===== config.mk =====
export PLATFORM = sky130hd
export DESIGN_NAME = mips_controller
export DESIGN_NICKNAME = d
export VERILOG_FILES = /design/src/rtl/mips_pkg.sv /design/src/rtl/mips_aludec.sv /design/src/rtl/mips_controller.sv
export SDC_FILE = /design/constraint.sdc
export NUM_CORES = 1
export LEC_CHECK = 0
export ABC_CLOCK_PERIOD_IN_PS = 1400
export BUFFER_PORTS_ARGS = -buffer_cell sky130_fd_sc_hd__buf_2
export CORE_MARGIN = 10
export CORE_UTILIZATION = 41
export CTS_CLUSTER_DIAMETER = 50
export DETAILED_ROUTE_END_ITERATION = 6
export PLACE_DENSITY = 0.74
export SLEW_MARGIN = 30
export SYNTH_ARGS = -nofsm -noshare
export SYNTH_HDL_FRONTEND = slang
export SYNTH_SLANG_ARGS = --single-unit

===== constraint.sdc =====
create_clock -name clk -period 1.4 [get_ports clk]
set_clock_uncertainty 0.2 [all_clocks]
set_input_delay 0.07 -clock clk [delete_from_list [all_inputs] [get_ports clk]]
set_output_delay 0.07 -clock clk [all_outputs]
set_load 0.05 [all_outputs]

===== src/rtl/mips_pkg.sv =====
// Shared opcodes, funct codes, ALU operation codes and FSM state
// encodings for the multicycle MIPS control unit.
package mips_pkg;

  localparam logic [5:0] OP_RTYPE = 6'b000000;
  localparam logic [5:0] OP_LW    = 6'b100011;
  localparam logic [5:0] OP_SW    = 6'b101011;
  localparam logic [5:0] OP_BEQ   = 6'b000100;
  localparam logic [5:0] OP_ADDI  = 6'b001000;
  localparam logic [5:0] OP_ORI   = 6'b001101;
  localparam logic [5:0] OP_J     = 6'b000010;

  localparam logic [5:0] F_ADD = 6'b100000;
  localparam logic [5:0] F_SUB = 6'b100010;
  localparam logic [5:0] F_AND = 6'b100100;
  localparam logic [5:0] F_OR  = 6'b100101;
  localparam logic [5:0] F_SLT = 6'b101010;
  localparam logic [5:0] F_SLL = 6'b000000;
  localparam logic [5:0] F_SRL = 6'b000010;

  typedef enum logic [3:0] {
    ALU_AND = 4'b0000,
    ALU_OR  = 4'b0001,
    ALU_ADD = 4'b0010,
    ALU_SUB = 4'b0110,
    ALU_SLT = 4'b0111,
    ALU_SLL = 4'b1000,
    ALU_SRL = 4'b1001
  } alu_op_e;

  typedef enum logic [3:0] {
    S_FETCH   = 4'd0,
    S_DECODE  = 4'd1,
    S_MEMADR  = 4'd2,
    S_MEMRD   = 4'd3,
    S_MEMWB   = 4'd4,
    S_MEMWR   = 4'd5,
    S_RTYPEEX = 4'd6,
    S_RTYPEWB = 4'd7,
    S_BEQEX   = 4'd8,
    S_IMMEX   = 4'd9,
    S_IMMWB   = 4'd10,
    S_JEX     = 4'd11
  } state_e;

  function automatic logic op_legal(logic [5:0] op);
    return op inside {OP_RTYPE, OP_LW, OP_SW, OP_BEQ,
                      OP_ADDI, OP_ORI, OP_J};
  endfunction

endpackage


===== src/rtl/mips_aludec.sv =====
// R-type funct field to ALU operation decoder; unknown
// funct codes fall back to ADD.
module mips_aludec
  import mips_pkg::*;
(
  input  logic [5:0] funct,
  output logic [3:0] alucontrol
);

  always_comb begin
    alucontrol = ALU_ADD;
    unique case (funct)
      F_ADD:   alucontrol = ALU_ADD;
      F_SUB:   alucontrol = ALU_SUB;
      F_AND:   alucontrol = ALU_AND;
      F_OR:    alucontrol = ALU_OR;
      F_SLT:   alucontrol = ALU_SLT;
      F_SLL:   alucontrol = ALU_SLL;
      F_SRL:   alucontrol = ALU_SRL;
      default: alucontrol = ALU_ADD;
    endcase
  end

endmodule


===== src/rtl/mips_controller.sv =====
// Multicycle MIPS control FSM: Moore decode of state, with the
// fetch-stage IR/PC loads qualified by the memory ready handshake.
module mips_controller
  import mips_pkg::*;
(
  input  logic       clk,
  input  logic       reset,
  input  logic [5:0] op,
  input  logic [5:0] funct,
  input  logic       memready,
  output logic       memread,
  output logic       memwrite,
  output logic       iord,
  output logic       irwrite,
  output logic       pcwrite,
  output logic       pcwriteCond,
  output logic [1:0] pcsource,
  output logic       alusrca,
  output logic [1:0] alusrcb,
  output logic [3:0] alucontrol,
  output logic       memtoreg,
  output logic       regdst,
  output logic       regwrite,
  output logic       illegal,
  output logic [3:0] state
);

  state_e     state_q;
  state_e     state_d;
  logic [3:0] funct_alu;
  logic       ir_en;
  logic       pc_en;
  logic       pcc_en;
  logic       rw_en;
  logic       mw_en;
  logic       ill_en;

  mips_aludec u_aludec (
    .funct      (funct),
    .alucontrol (funct_alu)
  );

  always_ff @(posedge clk or negedge reset) begin
    if (!reset) state_q <= S_FETCH;
    else        state_q <= state_d;
  end

  always_comb begin
    state_d = state_q;
    unique case (state_q)
      S_FETCH:   if (memready) state_d = S_DECODE;
      S_DECODE: begin
        unique case (op)
          OP_LW, OP_SW:    state_d = S_MEMADR;
          OP_RTYPE:        state_d = S_RTYPEEX;
          OP_BEQ:          state_d = S_BEQEX;
          OP_ADDI, OP_ORI: state_d = S_IMMEX;
          OP_J:            state_d = S_JEX;
          default:         state_d = S_FETCH;
        endcase
      end
      S_MEMADR:
        state_d = (op == OP_LW) ? S_MEMRD : S_MEMWR;
      S_MEMRD:   if (memready) state_d = S_MEMWB;
      S_MEMWB:   state_d = S_FETCH;
      S_MEMWR:   if (memready) state_d = S_FETCH;
      S_RTYPEEX: state_d = S_RTYPEWB;
      S_RTYPEWB: state_d = S_FETCH;
      S_BEQEX:   state_d = S_FETCH;
      S_IMMEX:   state_d = S_IMMWB;
      S_IMMWB:   state_d = S_FETCH;
      S_JEX:     state_d = S_FETCH;
      default:   state_d = S_FETCH;
    endcase
  end

  always_comb begin
    memread    = 1'b0;
    iord       = 1'b0;
    pcsource   = 2'b00;
    alusrca    = 1'b0;
    alusrcb    = 2'b00;
    alucontrol = ALU_ADD;
    memtoreg   = 1'b0;
    regdst     = 1'b0;
    ir_en      = 1'b0;
    pc_en      = 1'b0;
    pcc_en     = 1'b0;
    rw_en      = 1'b0;
    mw_en      = 1'b0;
    ill_en     = 1'b0;
    unique case (state_q)
      S_FETCH: begin
        memread = 1'b1;
        alusrcb = 2'b01;
        ir_en   = memready;
        pc_en   = memready;
      end
      S_DECODE: begin
        alusrcb = 2'b11;
        ill_en  = !op_legal(op);
      end
      S_MEMADR: begin
        alusrca = 1'b1;
        alusrcb = 2'b10;
      end
      S_MEMRD: begin
        memread = 1'b1;
        iord    = 1'b1;
      end
      S_MEMWB: begin
        rw_en    = 1'b1;
        memtoreg = 1'b1;
      end
      S_MEMWR: begin
        mw_en = 1'b1;
        iord  = 1'b1;
      end
      S_RTYPEEX: begin
        alusrca    = 1'b1;
        alucontrol = funct_alu;
      end
      S_RTYPEWB: begin
        rw_en  = 1'b1;
        regdst = 1'b1;
      end
      S_BEQEX: begin
        alusrca    = 1'b1;
        alucontrol = ALU_SUB;
        pcc_en     = 1'b1;
        pcsource   = 2'b01;
      end
      S_IMMEX: begin
        alusrca    = 1'b1;
        alusrcb    = 2'b10;
        alucontrol = (op == OP_ORI) ? ALU_OR : ALU_ADD;
      end
      S_IMMWB:   rw_en = 1'b1;
      S_JEX: begin
        pc_en    = 1'b1;
        pcsource = 2'b10;
      end
      default: ;
    endcase
  end

  // Enables are gated by reset so nothing commits while held in reset.
  assign irwrite     = ir_en  & reset;
  assign pcwrite     = pc_en  & reset;
  assign pcwriteCond = pcc_en & reset;
  assign regwrite    = rw_en  & reset;
  assign memwrite    = mw_en  & reset;
  assign illegal     = ill_en & reset;
  assign state       = state_q;

endmodule


==> metrics.md, run 1 <==
| Metric | Value |
|---|---|
| Status | `did not finish` |
| Stage reached | `4_1_cts` |
| Error | `[ERROR DPL-0033] detailed placement checks failed during check placement.` |
| FP Rows | `15` |
| Mean Syn Cell Area | `about 8 um2` |
| Post-DP HPWL | `2700 um` |
| Bufs on Longest Clock Path | `2` |
| Clk root buf | `clkbuf_4` |
| Yosys Warn Count | `0` |
| Mapped Cells | `103` |
| Hold Buf Count CTS | `1` |
| Die height | `about 64 um` |
| Synth cell types | `52` |
| Die width | `about 64 um` |
| Number of synthesized flops with an enable pin | `0` |
| Port Buf Inserts | `37` |
| Register bit total from synthesis | `4` |
| Asr flop ratio synth | `1.00` |
| Synthesized cell area | `806 um2` |
| H-tree depth | `1` |
| Pre-CTS WS | `-0.347 ns` |
| # IOs | `38` |
| Ys flop type | `dfrtp_1` |
| Clk sinks | `4` |
| Post-CTS Setup Inserts | `7` |
| Initial Util | `0.447` |
| Register area share after synthesis | `0.124` |
| Num CTS Buffers | `3` |
| Syn nets | `~120` |
| Routability cong. | `0.881` |
| # placed instances | `around 190` |
| Gates resized, CTS repair | `just over 80` |
synth_stat cells, types with 2 or more instances:
cell type	count	area share
nor3_2	2	0.025
nand2b_1	3	0.023
xnor2_1	2	0.022
o21ai_0	4	0.025
and4b_1	2	0.025
nor3_1	7	0.043
nor4_1	2	0.016
nand3b_1	2	0.019
and3_1	2	0.016
a31oi_1	2	0.016
a211oi_1	2	0.019
xor2_1	2	0.022
buf_6	3	0.042
and4_1	2	0.022
nor2b_1	3	0.023
nor3b_1	3	0.028
dfrtp_1	4	0.12
a21oi_1	5	0.031
buf_2	5	0.031
buf_4	2	0.019
nor2_1	11	0.051
nand2_1	3	0.014
cells by family after synthesis:
| logic type | Yosys count | synth area share |
|---|---|---|
| flops | 4 | 0.124 |
| buf+inv | 10 | 0.0916 |
| xor+xnor | 4 | 0.0435 |
| compound gates | 27 | 0.239 |
| simple gates | 57 | 0.489 |
| mux | 1 | 0.0124 |
through the flow:
stage | area [um2] | hold WS (ns) | TNS [ns]
2_1_floorplan | 995 | -0.426 | -6.64
3_3_place_gp | 1370 | -0.294 | -3.19
3_5_place_dp | 1370 | -0.291 | -3.77
==> inputs of run 2 (changes only) <==
Settings changed: ABC_CLOCK_PERIOD_IN_PS 1400 to 1800, CORE_AREA set to 10 10 71 73, CORE_MARGIN 10 to unset, CORE_UTILIZATION 41 to unset, CTS_CLUSTER_DIAMETER 50 to unset, DIE_AREA set to 0 0 81 83, PLACE_DENSITY 0.74 to unset, PLACE_DENSITY_LB_ADDON set to 0.15.
Clock period 1.4 ns to 1.8 ns, I/O delays scaled along.
==> run 2 against run 1 <==
Effect of this change: synthesized area is the same; synthesized cell count is the same; the flow now finishes, with violations (negative setup slack).
==> metrics.md, run 2 <==
| Metric | Value |
|---|---|
| CP Max Fanout | `5` |
| Routed Antenna Nets | `0` |
| Ant diodes | `0` |
| Number of synthesized flops with an enable pin | `0 (unchanged)` |
| DRT Pass-1 Iters | `4` |
| Critical Path AT | `around 1.5 ns` |
| Slew Viols, Final | `0` |
| Setup ws final | `-0.000510 ns` |
| Top cell type's share of synthesized area | `0.124 (unchanged)` |
| Seq pwr share | `0.119` |
| Asr flop ratio synth | `1.00 (unchanged)` |
| Area delta synth->final | `76.4%` |
| Failing checks | `negative setup slack` |
| Most frequent cells in the layout | `buf_2 (24), buf_4 (21), nor2_1 (7), buf_6 (7), nor3_1 (5)` |
| # IOs | `38 (unchanged)` |
| Pre-CTS WS | `0.0500 ns (was -0.347 ns)` |
| Power per standard cell area | `about 800 nW/um2` |
| HP Class | `in -> async` |
| Delay-heaviest family, CP | `simple AND/OR/NAND/NOR gates` |
| Critical path class | `reg -> out` |
| Syn nets | `118 (unchanged)` |
| Vias | `1011` |
| Die width | `81 um (was 64.3 um)` |
| Max FFs per register | `4` |
| Core ar. | `around 3600 um2` |
| Largest net degree at the start of global routing | `14` |
| Vias per cell | `about 5` |
| Worst r2r src | `state[1]` |
| Max rail drop VDD | `0.514 mV` |
| Synthesized cell area | `806 um2 (unchanged)` |
| Worst path cell trace | `nand2b_4 > or3_4 > nor3_4 > buf_6` |
| Combinational fraction of design power | `0.714` |
| Max-slew headroom | `0.733` |
| Ys flop type | `dfrtp_1 (unchanged)` |
| Port Buf Inserts | `37 (unchanged)` |
| Num CTS Buffers | `3 (unchanged)` |
| Bufs on Longest Clock Path | `2 (unchanged)` |
| Final period utilization | `1.00` |
| Mapped Cells | `103 (unchanged)` |
| # DRC | `0` |
| Initial Util | `0.222 (was 0.447)` |
| DIE AREA | `just under 7000 um2` |
| Overall routed net length | `3050 um` |
| Register area share after synthesis | `0.124 (unchanged)` |
| Tot GR Track Use | `0.0900` |
| Worst Path Buf+Inv | `1` |
| Crit-path max cell delay | `~0.43 ns` |
| Worst EP required | `~1.5 ns` |
| Sw Ratio | `0.485` |
| Crit. Startpoint | `state[0]` |
| Gr ovfl total | `0` |
| Final Hold Vio Count | `0` |
| Setup violations, final | `1` |
| H-tree depth | `1 (unchanged)` |
| Sw Pwr | `approximately 540 uW` |
| Max-cap violations | `0` |
| Yosys Warn Count | `0 (unchanged)` |
| Fraction of layout cells with a size suffix above 1 | `0.608` |
| Clock latency on the worst-skew pair | `~0.22 ns` |
| Clock power frac | `0.168` |
| Nets | `170` |
| Worst Tran Pin Value | `0.399 ns` |
| R2R Path End | `state[2]` |
| FP Rows | `22 (was 15)` |
| First-pass GRT wire length | `5130 um` |
| F_max | `around 0.56 GHz` |
| Die height | `83 um (was 64.3 um)` |
| R2R depth | `6` |
| Top-count cell post-synth | `nor2_1 (unchanged)` |
| Mean Syn Cell Area | `7.82 um2 (unchanged)` |
| RSZ-0062 raised after global routing | `yes` |
| DRT iter0 DRCs | `8` |
| Cell internal pwr | `572 uW` |
| Post-DP HPWL | `2430 um (was 2700 um)` |
| CP Capture Type | `output pin` |
| Most common cell after layout, fill and taps aside | `buf_2` |
| Antenna violations before repair | `0` |
| Largest area contributor in the netlist | `dfrtp_1 (unchanged)` |
| Vias in the first global route | `1073` |
| Flop2flop setup slack | `0.14 ns` |
| Critical Path Start Type | `register` |
| Clk root buf | `clkbuf_8 (was clkbuf_4)` |
| Leakage power | `approximately 0.0006 uW` |
| Clk slew on worst S/H paths | `0.03 ns` |
| CTS tree | `built` |
| Synth top cells by count | `nor2_1 (11), nor3_1 (7), a21oi_1 (5), buf_2 (5) (unchanged)` |
| Clk sinks | `4 (unchanged)` |
| Critical path's slowest cell | `dfrtp_2` |
| Crit path time final | `roughly 1.8 ns` |
| Status | `finished, violations left (was did not finish)` |
| Register bit total from synthesis | `4 (unchanged)` |
| Synth cell types | `52 (unchanged)` |
| Fillers | `slightly below 400` |
| Setup TNS | `-0.000510 ns` |
| Area contributors post-synth | `dfrtp_1 (12%), nor2_1 (5.1%), nor3_1 (4.3%), buf_6 (4.2%), a21oi_1 (3.1%) (unchanged)` |
| Routability cong. | `0.821 (was 0.881)` |
| Routed wire length per instance | `about 15 um` |
run 2: cell counts after synthesis:
Identical to the previous run, type by type.
run 2: layer usage:
layer  routed length, um  global-route usage  part of all wire  up-vias
met5                   0                   0                 0        -
met4                   0             0.00469                 0        0
met3                 236              0.0269             0.077        0
met2                1570               0.156              0.51       29
met1                1240               0.110              0.41      483
li1                    -                   -                 -      499
run 2: worst max path at each step:
stage,slack (ns),cells after the start,end
after floorplan,-0.19,4,pcwriteCond
after global placement,0.07,4,alucontrol[3]
after detailed placement,0.05,5,illegal
after CTS,-0.03,5,pcwrite
after global routing,-0.06,4,alucontrol[2]
final,-0.0005,4,alucontrol[3]
run 2: per-stage QoR:
step	cells	hold WS, ns	cell area [um2]	utilization	power, uW
CTS	200	0.0741	1360	0.375	1060
detailed placement	189	-0.235	1200	0.329	800
floorplan	103	-0.406	961	-	658
global route	201	0.0962	1420	0.391	1180
finish	201	0.0625	1420	0.391	1110
global placement	189	-0.232	1200	0.329	796
run 2: area by class of cell:
cell class | count | area (um2) | area share
clock buffers | 3 | 41.3 | 0.0290
multi-input cells | 89 | 803 | 0.565
flip-flops and latches | 4 | 105 | 0.0739
well taps | 48 | 60.1 | 0.0423
repair buffers | 57 | 412 | 0.290
run 2: logic make-up (layout without fill, tap and decap cells):
| group | count (synthesis) | after routing | share of synthesized area |
|---|---|---|---|
| muxes | 1 | 1 | 0.0124 |
| buffers and inverters | 10 | 60 | 0.0916 |
| AOI/OAI and AO/OA | 27 | 27 | 0.239 |
| DFF | 4 | 4 | 0.124 |
| and+or+nand+nor | 57 | 57 | 0.489 |
| xor gates and xnor gates | 4 | 4 | 0.0435 |
run 2: power by group through the flow:
stage	logic, uW	clock network [uW]	registers [uW]
2_1_floorplan	495	0	164
3_3_place_gp	666	0	130
3_5_place_dp	668	0	131
4_1_cts	746	190	129
5_1_grt	842	199	135
6_report	792	186	132
run 2: what timing repair did:
action / in CTS / in global routing
setup endpoints to repair: 11 / 13
hold buffers: 1 / 0
pin swaps: 3 / 2
buffers inserted: 7 / 1
gates resized for setup: 19 / 16
endpoints found under the hold margin: 4 / 0
run 2: worst reg2reg max path, delay by kind of cell, from the launching register on:
family,cells,cell delay [ns]
AO/OA/AOI/OAI,2,0.36
AND/OR/NAND/NOR,1,0.09
buffers and inverters,3,0.42
flip-flops,1,0.49
Power figures use the tool's default switching activity.
==> inputs of run 3 (changes only) <==
Settings changed: ABC_CLOCK_PERIOD_IN_PS 1800 to 2100, SYNTH_HIERARCHICAL set to 1.
Clock period 1.8 ns to 2.1 ns, I/O delays scaled along.
==> run 3 against run 2 <==
Effect of this change: the run now ends clean; synthesized area down 7.6%; worst hold slack improved by 0.015 ns; first-iteration DRC count grew to 4.5 times the previous value; critical endpoint is now illegal; largest cell class unchanged; power down 27%; combinational power down 35%.
==> metrics.md, run 3 <==
| Metric | Value |
|---|---|
| Worst r2r src | `state[2] (was state[1])` |
| R2R depth | `4 (was 6)` |
| Ys flop type | `dfrtp_1 (unchanged)` |
| Slew Viols, Final | `0 (unchanged)` |
| Met2 usage | `0.119 (was 0.156)` |
| Most common cell after layout, fill and taps aside | `buf_2 (unchanged)` |
| Clock latency on the worst-skew pair | `0.22 ns (about the same)` |
| Fillers | `420 (was 388)` |
| Routability cong. | `0.740 (was 0.821)` |
| Num CTS Buffers | `3 (unchanged)` |
| Met1 Usage GRT | `0.0988 (was 0.110)` |
| Crit path time final | `approximately 2.0 ns` |
| Synth top cells by count | `nor2_1 (9), nor2b_1 (8), nor3_1 (8) (was nor2_1 (11), nor3_1 (7), a21oi_1 (5), buf_2 (5))` |
| Mapped Cells | `107 (was 103)` |
| First-pass GRT wire length | `4200 um (was 5130 um)` |
| Final period utilization | `0.938` |
| Overall routed net length | `2680 um (was 3050 um)` |
| # placed instances | `185 (was 189)` |
| Mux cell area share after synthesis | `0 (was 0.0124)` |
| Bufs on Longest Clock Path | `2 (unchanged)` |
| Most frequent cells in the layout | `buf_2 (37), nand2_1 (7), nor2_1 (7), nor2b_1 (6) (was buf_2 (24), buf_4 (21), nor2_1 (7), buf_6 (7), nor3_1 (5))` |
| Core ar. | `3630 um2 (unchanged)` |
| DRT Pass-1 Iters | `4 (unchanged)` |
| Nets | `158 (was 170)` |
| F_max | `roughly 0.51 GHz` |
| Area delta synth->final | `46.1% (was 76.4%)` |
| DIE AREA | `6720 um2 (unchanged)` |
| Number of synthesized flops with an enable pin | `0 (unchanged)` |
| Status | `complete, no violations (was finished, violations left)` |
| XOR/XNOR share of the synthesized area | `0.0588 (was 0.0435)` |
| Mean Syn Cell Area | `6.96 um2 (was 7.82 um2)` |
| Setup violations, final | `0 (was 1)` |
| Clk slew on worst S/H paths | `0.03 ns (about the same)` |
| Worst EP required | `1.79 ns (was 1.51 ns)` |
| Max-cap violations | `0 (unchanged)` |
| Largest area contributor in the netlist | `dfrtp_1 (unchanged)` |
| CTS tree | `built (unchanged)` |
| Asr flop ratio synth | `1.00 (unchanged)` |
| Vias per cell | `4.76 (was 5.03)` |
| Top-count cell post-synth | `nor2_1 (unchanged)` |
| Pre-CTS WS | `0.287 ns (was 0.0500 ns)` |
| Top cell type's share of synthesized area | `0.134 (was 0.124)` |
| GR peak layer | `met2 (unchanged)` |
| Power Total | `806 uW (was 1110 uW)` |
| Die height | `83 um (unchanged)` |
| Routed Antenna Nets | `0 (unchanged)` |
| CP Max Fanout | `11 (was 5)` |
| Routed wire length per instance | `14.2 um (was 15.2 um)` |
| Max rail drop VDD | `0.244 mV (was 0.514 mV)` |
| FP Rows | `22 (unchanged)` |
| R2R Path End | `state[0] (was state[2])` |
| Worst Tran Pin Value | `0.449 ns (was 0.399 ns)` |
| Register area share after synthesis | `0.134 (was 0.124)` |
| Critical path class | `reg -> out (unchanged)` |
| Post-synthesis simple-gate area fraction | `0.487 (was 0.489)` |
| Critical Path Start Type | `register (unchanged)` |
| Critical Path AT | `1.67 ns (was 1.51 ns)` |
| # IOs | `38 (unchanged)` |
| Final Hold Vio Count | `0 (unchanged)` |
| H-tree depth | `1 (unchanged)` |
| Post-DP HPWL | `2260 um (was 2430 um)` |
| Ant diodes | `0 (unchanged)` |
| Non-filler cells in the finished layout | `189 (was 201)` |
| Port Buf Inserts | `37 (unchanged)` |
| Setup ws final | `0.130 ns (was -0.000510 ns)` |
| Fraction of layout cells with a size suffix above 1 | `0.454 (was 0.608)` |
| Yosys Warn Count | `6 (was 0)` |
| CP Capture Type | `output pin (unchanged)` |
| Power per standard cell area | `741 nW/um2 (was 781 nW/um2)` |
| Leakage power | `0.000487 uW (was 0.000589 uW)` |
| DRT iter0 DRCs | `36 (was 8)` |
| Antenna violations before repair | `0 (unchanged)` |
| Syn nets | `122 (was 118)` |
| Max FFs per register | `4 (unchanged)` |
| Gr ovfl total | `0 (unchanged)` |
| Clk sinks | `4 (unchanged)` |
| Die width | `81 um (unchanged)` |
| Flop2flop setup slack | `0.57 ns (was 0.14 ns)` |
| # DRC | `0 (unchanged)` |
| Compound-Gate Fraction of Synth Area | `0.232 (was 0.239)` |
| Register bit total from synthesis | `4 (unchanged)` |
| Largest net degree at the start of global routing | `19 (was 14)` |
| Vias | `900 (was 1011)` |
| Initial Util | `0.205 (was 0.222)` |
| Vias in the first global route | `856 (was 1073)` |
| Synthesized cell area | `744 um2 (was 806 um2)` |
| RSZ-0062 raised after global routing | `no (was yes)` |
| Tot GR Track Use | `0.0757 (was 0.0900)` |
| Post-synthesis adder-cell area fraction | `0 (unchanged)` |
| Area contributors post-synth | `dfrtp_1 (13%), nor2b_1 (6.7%), nor3_1 (5.4%), buf_2 (4.7%), xnor2_1 (4.7%) (was dfrtp_1 (12%), nor2_1 (5.1%), nor3_1 (4.3%), buf_6 (4.2%), a21oi_1 (3.1%))` |
| Met3 usage in global routing | `0.0162 (was 0.0269)` |
| HP Class | `in -> async (unchanged)` |
| Clk root buf | `clkbuf_8 (unchanged)` |
| Largest family of logic cells by synthesized area | `simple AND/OR/NAND/NOR gates (unchanged)` |
| Max-slew headroom | `0.697 (was 0.733)` |
| Synth cell types | `41 (was 52)` |
run 3: cell count changes in the layout (fill, tap and decap cells not counted), sizes merged, moves of 3 or more:
cell   delta
a32o      +3
buf      -14
inv       +3
nand2     +4
nand3     +4
nor2b     +4
run 3: cells by family (layout without fill, tap and decap cells):
| kind of cell | Yosys count | in the layout |
|---|---|---|
| flops | 4 | 4 |
| compound gates | 24 | 24 |
| xor+xnor | 5 | 5 |
| buf+inv | 13 | 47 |
| simple gates | 61 | 61 |
run 3: worst max path at each step:
stage	start	to	slack (ns)	cells past startpoint
3_5_place_dp	state[1]	illegal	0.29	4
3_3_place_gp	state[1]	illegal	0.33	4
5_1_grt	state[1]	regwrite	0.02	4
2_1_floorplan	state[3]	illegal	-0.17	4
6_report	state[2]	illegal	0.13	4
4_1_cts	state[1]	illegal	0.05	4
run 3: repair_timing:
action	in CTS	in global routing
hold endpoints to repair	4	0
hold buffers	1	0
endpoints found under the setup margin	0	3
gates resized for setup	0	2
setup buffers	0	0
run 3: cell type report:
cell class                      count  area, um2  area share
Clock buffer                        3       41.3      0.0380
Inverter                            3       11.3      0.0104
Multi-Input combinational cell     90        654       0.602
Sequential cell                     4        103      0.0944
Tap cell                           48       60.1      0.0552
Timing Repair Buffer               41        218       0.200
run 3: report_power, final:
part           total (uW)  switching (uW)  leakage [uW]  internal (uW)
Sequential            129            38.7     0.0000507           90.3
Clock                 163            41.1     0.0000216            122
Combinational         513             353      0.000415            160
Total                 806             433      0.000487            373
run 3: critical path, stage by stage (launching register included):
cell      delay [ns]
dfrtp_1         0.49
nor4b_4         0.37
nand2_1         0.12
a221oi_2        0.17
buf_2           0.30
run 3: per-stage QoR:
step	hold WS, ns	TNS [ns]	util	area (um2)
5_1_grt	0.104	0	0.299	1090
3_5_place_dp	-0.228	0	0.282	1020
4_1_cts	0.0756	0	0.296	1080
6_report	0.0771	0	0.299	1090
2_1_floorplan	-0.391	-0.175	-	811
3_3_place_gp	-0.229	0	0.282	1020
run 3: per-layer routing:
| layer | up-vias | wire length (um) |
|---|---|---|
| met3 | 2 | 166 |
| met2 | 26 | 1250 |
| met4 | 0 | 27 |
| met5 | - | 0 |
| met1 | 413 | 1240 |
| li1 | 459 | - |
